[src/rtl/tl_arb_pkg.sv]
// Shared TileLink-UL constants, arbiter FSM state and burst beat-count helper.
// Combinational only: no clock, no latency, no backpressure of its own.
package tl_arb_pkg;

  localparam logic [2:0] OP_GET             = 3'd4;
  localparam logic [2:0] OP_PUT_FULL_DATA   = 3'd0;
  localparam logic [2:0] OP_PUT_PARTIAL     = 3'd1;
  localparam logic [2:0] OP_ACCESS_ACK      = 3'd0;
  localparam logic [2:0] OP_ACCESS_ACK_DATA = 3'd1;

  localparam int CNT_W = 8;

  typedef enum logic {
    IDLE  = 1'b0,
    BURST = 1'b1
  } arbState_t;

  // A Get carries no data on A, so it is always one beat regardless of size.
  function automatic logic [CNT_W-1:0] beatCount(
    input logic [2:0]  opcode,
    input logic [2:0]  size,
    input logic [2:0]  beatBytesLog2
  );
    if (opcode == OP_GET || size <= beatBytesLog2) begin
      return CNT_W'(1);
    end
    return CNT_W'(1) << (size - beatBytesLog2);
  endfunction

endpackage

[src/rtl/tl_rr_grant2.sv]
// Two-way round-robin grant with a hold that pins the choice while a request stalls.
// Zero latency grant; pointer and hold update on the rising clock edge only.
import tl_arb_pkg::*;

module tl_rr_grant2 (
  input  logic       clock,
  input  logic       reset,
  input  logic [1:0] valid,
  input  logic       stall,
  input  logic       advance,
  output logic       grant
);

  logic lastGrant;
  logic holdVld;
  logic holdIdx;
  logic lastEff;
  logic holdEff;
  logic rrPick;

  // Outputs during reset must already reflect the reset-state registers.
  assign lastEff = reset ? 1'b1 : lastGrant;
  assign holdEff = reset ? 1'b0 : holdVld;

  always_comb begin
    rrPick = 1'b0;
    if (valid == 2'b11) begin
      rrPick = ~lastEff;
    end else if (valid[1]) begin
      rrPick = 1'b1;
    end
  end

  // A held client that withdrew its request no longer pins the grant.
  assign grant = (holdEff && valid[holdIdx]) ? holdIdx : rrPick;

  always_ff @(posedge clock) begin
    if (reset) begin
      lastGrant <= 1'b1;
      holdVld   <= 1'b0;
      holdIdx   <= 1'b0;
    end else begin
      if (advance) begin
        lastGrant <= grant;
      end
      holdVld <= stall;
      holdIdx <= grant;
    end
  end

endmodule

[src/rtl/tl_a_arbiter_2to1.sv]
// 2:1 TileLink-UL arbiter: round-robin A with burst lock, D routed by source[2]; TL_ARB_PERF_EN adds grant counters.
// Zero-latency A and D paths; backpressure reaches only the granted (A) or addressed (D) client.
import tl_arb_pkg::*;

module tl_a_arbiter_2to1 #(
  parameter int ADDR_W = 36,
  parameter int DATA_W = 64
) (
  input  logic                clock,
  input  logic                reset,
  output logic                auto_in_0_a_ready,
  input  logic                auto_in_0_a_valid,
  input  logic [2:0]          auto_in_0_a_bits_opcode,
  input  logic [2:0]          auto_in_0_a_bits_size,
  input  logic [1:0]          auto_in_0_a_bits_source,
  input  logic [ADDR_W-1:0]   auto_in_0_a_bits_address,
  input  logic [DATA_W/8-1:0] auto_in_0_a_bits_mask,
  input  logic [DATA_W-1:0]   auto_in_0_a_bits_data,
  input  logic                auto_in_0_d_ready,
  output logic                auto_in_0_d_valid,
  output logic [2:0]          auto_in_0_d_bits_opcode,
  output logic [2:0]          auto_in_0_d_bits_size,
  output logic [1:0]          auto_in_0_d_bits_source,
  output logic [DATA_W-1:0]   auto_in_0_d_bits_data,
  output logic                auto_in_1_a_ready,
  input  logic                auto_in_1_a_valid,
  input  logic [2:0]          auto_in_1_a_bits_opcode,
  input  logic [2:0]          auto_in_1_a_bits_size,
  input  logic [1:0]          auto_in_1_a_bits_source,
  input  logic [ADDR_W-1:0]   auto_in_1_a_bits_address,
  input  logic [DATA_W/8-1:0] auto_in_1_a_bits_mask,
  input  logic [DATA_W-1:0]   auto_in_1_a_bits_data,
  input  logic                auto_in_1_d_ready,
  output logic                auto_in_1_d_valid,
  output logic [2:0]          auto_in_1_d_bits_opcode,
  output logic [2:0]          auto_in_1_d_bits_size,
  output logic [1:0]          auto_in_1_d_bits_source,
  output logic [DATA_W-1:0]   auto_in_1_d_bits_data,
  input  logic                auto_out_a_ready,
  output logic                auto_out_a_valid,
  output logic [2:0]          auto_out_a_bits_opcode,
  output logic [2:0]          auto_out_a_bits_size,
  output logic [2:0]          auto_out_a_bits_source,
  output logic [ADDR_W-1:0]   auto_out_a_bits_address,
  output logic [DATA_W/8-1:0] auto_out_a_bits_mask,
  output logic [DATA_W-1:0]   auto_out_a_bits_data,
  output logic                auto_out_d_ready,
  input  logic                auto_out_d_valid,
  input  logic [2:0]          auto_out_d_bits_opcode,
  input  logic [2:0]          auto_out_d_bits_size,
  input  logic [2:0]          auto_out_d_bits_source,
  input  logic [DATA_W-1:0]   auto_out_d_bits_data
`ifdef TL_ARB_PERF_EN
  ,
  output logic [31:0]         perf_grant_0,
  output logic [31:0]         perf_grant_1
`endif
);

  localparam logic [2:0] BEAT_LOG2 = 3'($clog2(DATA_W / 8));

  arbState_t        state;
  arbState_t        stateEff;
  logic [CNT_W-1:0] remaining;
  logic [CNT_W-1:0] reqBeats;
  logic             lockIdx;
  logic             rrGrant;
  logic             grantIdx;
  logic [1:0]       inValid;
  logic             aFire;
  logic             firstFire;
  logic             stall;

  assign inValid  = {auto_in_1_a_valid, auto_in_0_a_valid};
  assign stateEff = reset ? IDLE : state;
  assign grantIdx = (stateEff == BURST) ? lockIdx : rrGrant;

  assign auto_out_a_valid  = (stateEff == BURST) ? inValid[lockIdx] : |inValid;
  assign auto_in_0_a_ready = auto_out_a_ready && !grantIdx;
  assign auto_in_1_a_ready = auto_out_a_ready &&  grantIdx;

  assign aFire     = auto_out_a_valid && auto_out_a_ready;
  assign firstFire = aFire && (stateEff == IDLE);
  assign stall     = (stateEff == IDLE) && inValid[rrGrant] && !auto_out_a_ready;

  assign auto_out_a_bits_opcode  = grantIdx ? auto_in_1_a_bits_opcode  : auto_in_0_a_bits_opcode;
  assign auto_out_a_bits_size    = grantIdx ? auto_in_1_a_bits_size    : auto_in_0_a_bits_size;
  assign auto_out_a_bits_source  = {grantIdx, grantIdx ? auto_in_1_a_bits_source : auto_in_0_a_bits_source};
  assign auto_out_a_bits_address = grantIdx ? auto_in_1_a_bits_address : auto_in_0_a_bits_address;
  assign auto_out_a_bits_mask    = grantIdx ? auto_in_1_a_bits_mask    : auto_in_0_a_bits_mask;
  assign auto_out_a_bits_data    = grantIdx ? auto_in_1_a_bits_data    : auto_in_0_a_bits_data;

  assign reqBeats = beatCount(auto_out_a_bits_opcode, auto_out_a_bits_size, BEAT_LOG2);

  tl_rr_grant2 rrGrant2 (
    .clock   (clock),
    .reset   (reset),
    .valid   (inValid),
    .stall   (stall),
    .advance (firstFire),
    .grant   (rrGrant)
  );

  // The last beat's fire drops back to IDLE so the next cycle can re-arbitrate.
  always_ff @(posedge clock) begin
    if (reset) begin
      state     <= IDLE;
      remaining <= '0;
      lockIdx   <= 1'b0;
    end else begin
      case (state)
        IDLE: begin
          if (firstFire && reqBeats > CNT_W'(1)) begin
            state     <= BURST;
            lockIdx   <= grantIdx;
            remaining <= reqBeats - CNT_W'(1);
          end
        end
        BURST: begin
          if (aFire) begin
            remaining <= remaining - CNT_W'(1);
            if (remaining == CNT_W'(1)) begin
              state <= IDLE;
            end
          end
        end
        default: state <= IDLE;
      endcase
    end
  end

  assign auto_out_d_ready        = auto_out_d_bits_source[2] ? auto_in_1_d_ready : auto_in_0_d_ready;
  assign auto_in_0_d_valid       = auto_out_d_valid && !auto_out_d_bits_source[2];
  assign auto_in_1_d_valid       = auto_out_d_valid &&  auto_out_d_bits_source[2];
  assign auto_in_0_d_bits_opcode = auto_out_d_bits_opcode;
  assign auto_in_1_d_bits_opcode = auto_out_d_bits_opcode;
  assign auto_in_0_d_bits_size   = auto_out_d_bits_size;
  assign auto_in_1_d_bits_size   = auto_out_d_bits_size;
  assign auto_in_0_d_bits_source = auto_out_d_bits_source[1:0];
  assign auto_in_1_d_bits_source = auto_out_d_bits_source[1:0];
  assign auto_in_0_d_bits_data   = auto_out_d_bits_data;
  assign auto_in_1_d_bits_data   = auto_out_d_bits_data;

`ifdef TL_ARB_PERF_EN
  always_ff @(posedge clock) begin
    if (reset) begin
      perf_grant_0 <= '0;
      perf_grant_1 <= '0;
    end else if (firstFire) begin
      if (grantIdx) begin
        perf_grant_1 <= perf_grant_1 + 32'd1;
      end else begin
        perf_grant_0 <= perf_grant_0 + 32'd1;
      end
    end
  end
`endif

endmodule
[config.mk]
export PLATFORM = sky130hd
export DESIGN_NAME = tl_a_arbiter_2to1
export DESIGN_NICKNAME = d
export VERILOG_FILES = /design/src/rtl/tl_arb_pkg.sv /design/src/rtl/tl_rr_grant2.sv /design/src/rtl/tl_a_arbiter_2to1.sv
export SDC_FILE = /design/constraint.sdc
export NUM_CORES = 1
export LEC_CHECK = 0
export ABC_AREA = 1
export CAP_MARGIN = 40
export CORE_AREA = 4 4 225 227
export CTS_BUF_LIST = sky130_fd_sc_hd__clkbuf_4 sky130_fd_sc_hd__clkbuf_8 sky130_fd_sc_hd__clkbuf_16
export DETAILED_ROUTE_END_ITERATION = 10
export DIE_AREA = 0 0 229 231
export GPL_TIMING_DRIVEN = 0
export HOLD_SLACK_MARGIN = 0.02
export PLACE_DENSITY = 0.37
export SLEW_MARGIN = 20
export SYNTH_ARGS = -nofsm -noshare
export SYNTH_HDL_FRONTEND = slang
export SYNTH_SLANG_ARGS = --single-unit
[constraint.sdc]
create_clock -name clock -period 4.26 [get_ports clock]
set_clock_uncertainty 0.2 [all_clocks]
set_input_delay 0.852 -clock clock [delete_from_list [all_inputs] [get_ports clock]]
set_output_delay 0.852 -clock clock [all_outputs]
set_load 0.03 [all_outputs]
==> run_results.csv, run 1 <==
group,metric,value,unit
yosys,netlist_area,0.00355,mm2
cts,post_cts_buffers,0,
power,p_per_area,196,mW/mm2
power,p_comb_share,81.9,%
timing,drv_slew,0,
yosys,ys_seq_elements,13,
placement,dpl.hpwl,26.2,mm
drt,first_iter_violations,155,
die,die_h,231,um
die,fp.coreArea,0.0486,mm2
power,swShare,49.6,%
timing,slew_headroom,60.7,%
worst_setup_path,reg2reg_depth,18,
timing,fin_crit_sh,95.8,%
cts,clk_pin_slew_worst_paths,0.05,ns
drt,detail-route-antenna-nets,0,
worst_setup_path,worstPathRequired,3.21,ns
yosys,netlist_top_cells_area,"nand2_1 (39%), buf_4 (31%), dfxtp_1 (7.3%)",
job,max-cap-violations,0,
worst_setup_path,critical_path.endpoint,"auto_out_a_bits_address[31]",
yosys,synth-edff-count,0,
global_routing,grtUsageTotal,9.91,%
cts,clock-sinks,13,
yosys,synth_area_per_cell,5.28,um2
drt,routedWlPerCell,15.7,um
worst_setup_path,critical_path.most_common_cell,"nand2_1",
timing,holdWs,0.269,ns
worst_setup_path,endpoint_kind,"output port",
worst_setup_path,cp_data_arrival_time,3.03,ns
power,seq_power_share,8.0,%
yosys,ys_seq_area_share,7.33,%
timing,tns,0,ns
cts,cts_tree,"done",
power,p_clk_share,10.1,%
worst_setup_path,critPathTopFamily,"buffers and inverters",
worst_setup_path,reg2reg_from,"state$_SDFF_PP0_",
power,p_int,0.930,mW
power,p_leak,4.51,nW
global_routing,grt.overflow.total,0,
run_status,outcome,"completed",
min_path,hp-class,"reg2reg",
global_routing,grt_pass1_wl,39.5,mm
die,num_io_pins,580,
cells_and_area,drive_gt1_share,20.4,%
timing,setup_viol,0,
drt,drtPass1Iterations,4,
drt,drt-vias-per-instance,3.12,
timing,fmax,0.245,GHz
placement,routabilityCongestion,0.766,
timing,worst_slew_pin_slew,0.591,ns
power,ir_drop,0.166,mV
global_routing,grt_pass1_vias,5945,
die,dieArea,0.0529,mm2
yosys,yosysTopAreaCell,"nand2_1",
worst_setup_path,path_max_fanout,11,
yosys,synth_top_area_share,39.3,%
yosys,synthArstFlopShare,0,%
yosys,yosysMostFrequentCell,"nand2_1",
global_routing,grt_antenna_before_repair,4,
yosys,synth-main-ff-cell,"dfxtp_1",
drt,routed_wl,28.4,mm
worst_setup_path,path_buf_inv,5,
timing,rsz0062_at_grt,"false",
yosys,synth_fp_nets,990,
worst_setup_path,startpoint_type,"primary input",
yosys,synth_commonest_cells,"nand2_1 (372), buf_4 (145), inv_1 (26)",
drt,num_vias,5665,
worst_setup_path,crit_cells,9,
worst_setup_path,path_class,"in2out",
die,rows,81,
worst_setup_path,critPathMaxStageDelay,0.57,ns
cts,root_buffer,"clkbuf_16",
timing,finalCriticalPeriod,4.08,ns
cts,cts_buffers,3,
cts,htreeDepth,1,
die,start_util,7.30,%
placement,portBuffers,506,
cts,clk_latency,0.24,ns
worst_setup_path,rrSetupSlack,1.37,ns
die,die_x,229,um
worst_setup_path,setup.worst_path.start,"auto_in_1_a_valid",
cts,clk_path_buf_depth,2,
yosys,synth_cells,673,
yosys,yosysUniqueCellTypes,31,
worst_setup_path,crit_chain,"clkdlybuf4s50_1 -> nand3_4 -> nand2_4 -> buf_6 -> clkbuf_8 -> buf_2 -> nand2_1 -> nand2_1 -> dlygate4sd2_1",
cells_and_area,fin_nets,1503,
worst_setup_path,reg2reg_to,"remaining[3]$_SDFFE_PP0P_",
worst_setup_path,cp_slowest_cell,"clkdlybuf4s50_1",
yosys,yosys_warnings,0,
drt,drcViolationCount,0,
power,p_sw,0.915,mW
timing,report.final.hold_viol_count,0,
cells_and_area,area_growth,165,%
global_routing,grt_max_degree,11,
[repair_timing]
item | CTS | global route
endpoints found under the setup margin | 103 | 58
hold buffers | 0 | 0
hold endpoints to repair | 0 | 0
gates resized for setup | 150 | 66
gates cloned | 0 | 0
[worst min path at each step]
stage                                            to                             from  cells after the start
global route                   lockIdx$_SDFFE_PP0P_             lockIdx$_SDFFE_PP0P_                      2
global placement    rrGrant2.lastGrant$_SDFFE_PP1P_  rrGrant2.lastGrant$_SDFFE_PP1P_                      2
floorplan           rrGrant2.lastGrant$_SDFFE_PP1P_  rrGrant2.lastGrant$_SDFFE_PP1P_                      2
CTS                 rrGrant2.lastGrant$_SDFFE_PP1P_  rrGrant2.lastGrant$_SDFFE_PP1P_                      2
finish              rrGrant2.lastGrant$_SDFFE_PP1P_  rrGrant2.lastGrant$_SDFFE_PP1P_                      2
detailed placement  rrGrant2.lastGrant$_SDFFE_PP1P_  rrGrant2.lastGrant$_SDFFE_PP1P_                      2
[state kept, by name (all words and copies together) (netlist names)]
name                count
remaining               8
rrGrant2.holdVld        1
rrGrant2.holdIdx        1
lockIdx                 1
rrGrant2.lastGrant      1
state                   1
[routing by layer]
metal,part of all wire (%),up-vias,global-route usage [%]
met4,0.98,4,1.37
li1,-,2920,-
met2,54,273,19.2
met3,8.6,10,3.43
met1,37,2458,10.6
met5,0.077,-,0
[area by class of cell]
| cell class | instances | area [um2] |
|---|---|---|
| Tap cell | 622 | 778 |
| Antenna cell | 6 | 15.0 |
| Buffer | 172 | 1260 |
| Fill cell | 5573 | 39200 |
| Timing Repair Buffer | 508 | 4940 |
| Inverter | 29 | 116 |
| Sequential cell | 13 | 260 |
| Multi-Input combinational cell | 459 | 1960 |
| Clock buffer | 4 | 82.6 |
[cells in the final DEF (no fill, tap or decap), drive strengths merged]
cell and count:
nand3b 2, a21oi 7, dlygate4sd2 43, nor3 2, dlymetal6s2s 5, a22oi 1, nand2 385, clkbuf 43
inv 28, nand3 20, nand4 2, diode 6, buf 160, xnor2 2, nor4 2, dfxtp 13
clkdlybuf4s15 25, ha 4, clkdlybuf4s50 408, o21bai 1, mux2 1, o21ai 9, clkinv 1, nor2 20
o22ai 1
[power by group through the flow]
| stage | Combinational (mW) | Sequential, mW | Clock [mW] |
|---|---|---|---|
| final | 1.51 | 0.148 | 0.186 |
| after global routing | 1.62 | 0.151 | 0.199 |
| after CTS | 1.55 | 0.149 | 0.192 |
| after detailed placement | 1.60 | 0.151 | 0 |
| after global placement | 1.60 | 0.151 | 0 |
| after floorplan | 0.825 | 0.148 | 0 |
[per-stage QoR]
| stage | worst slack (ns) | total power [mW] | instances | cell area (um2) | utilization, % |
|---|---|---|---|---|---|
| floorplan | 0.989 | 0.973 | 673 | 3550 | - |
| global placement | -1.19 | 1.75 | 1801 | 9390 | 19.3 |
| detailed placement | -0.866 | 1.75 | 1803 | 9420 | 19.4 |
| CTS | -0.0803 | 1.89 | 1807 | 9460 | 19.5 |
| global route | 0.0000449 | 1.97 | 1809 | 9400 | 19.3 |
| finish | 0.177 | 1.85 | 1813 | 9410 | 19.3 |
[worst reg2reg max path: stages (launching register included)]
cell and delay [ns]:
dfxtp_1 0.29, buf_2 0.21, nand2_2 0.14, nand3_4 0.18
nand2_4 0.07, buf_6 0.16, nand2_1 0.08, nand2_2 0.07
nand3_4 0.11, nand2_1 0.10, inv_1 0.10, nand3_1 0.10
ha_1 0.26, o21ai_2 0.22, nand3_4 0.18, nand2_4 0.14
nand2_1 0.06, nand2_1 0.07, nor2_2 0.03
[cell families (layout without fill, tap and decap cells)]
family,after synthesis,after routing,share of synthesized area [%]
flip-flops,13,13,7.33
other,0,6,0
adder cells (fa/ha/maj),4,4,1.41
buffers and inverters,201,713,37.5
AND/OR/NAND/NOR,433,433,50.0
multiplexers,1,1,0.317
AO/OA/AOI/OAI,19,19,2.96
XOR/XNOR,2,2,0.493
Power figures use the tool's default switching activity.
==> inputs of run 2 (changes only) <==
--- a/config.mk
+++ b/config.mk
@@ -6,6 +6,7 @@
 export NUM_CORES = 1
 export LEC_CHECK = 0
 export ABC_AREA = 1
+export ABC_CLOCK_PERIOD_IN_PS = 4260
 export CAP_MARGIN = 40
 export CORE_AREA = 4 4 225 227
 export CTS_BUF_LIST = sky130_fd_sc_hd__clkbuf_4 sky130_fd_sc_hd__clkbuf_8 sky130_fd_sc_hd__clkbuf_16
==> results of run 2 <==
Final layout, timing and power as in run 1 (identical DEF).
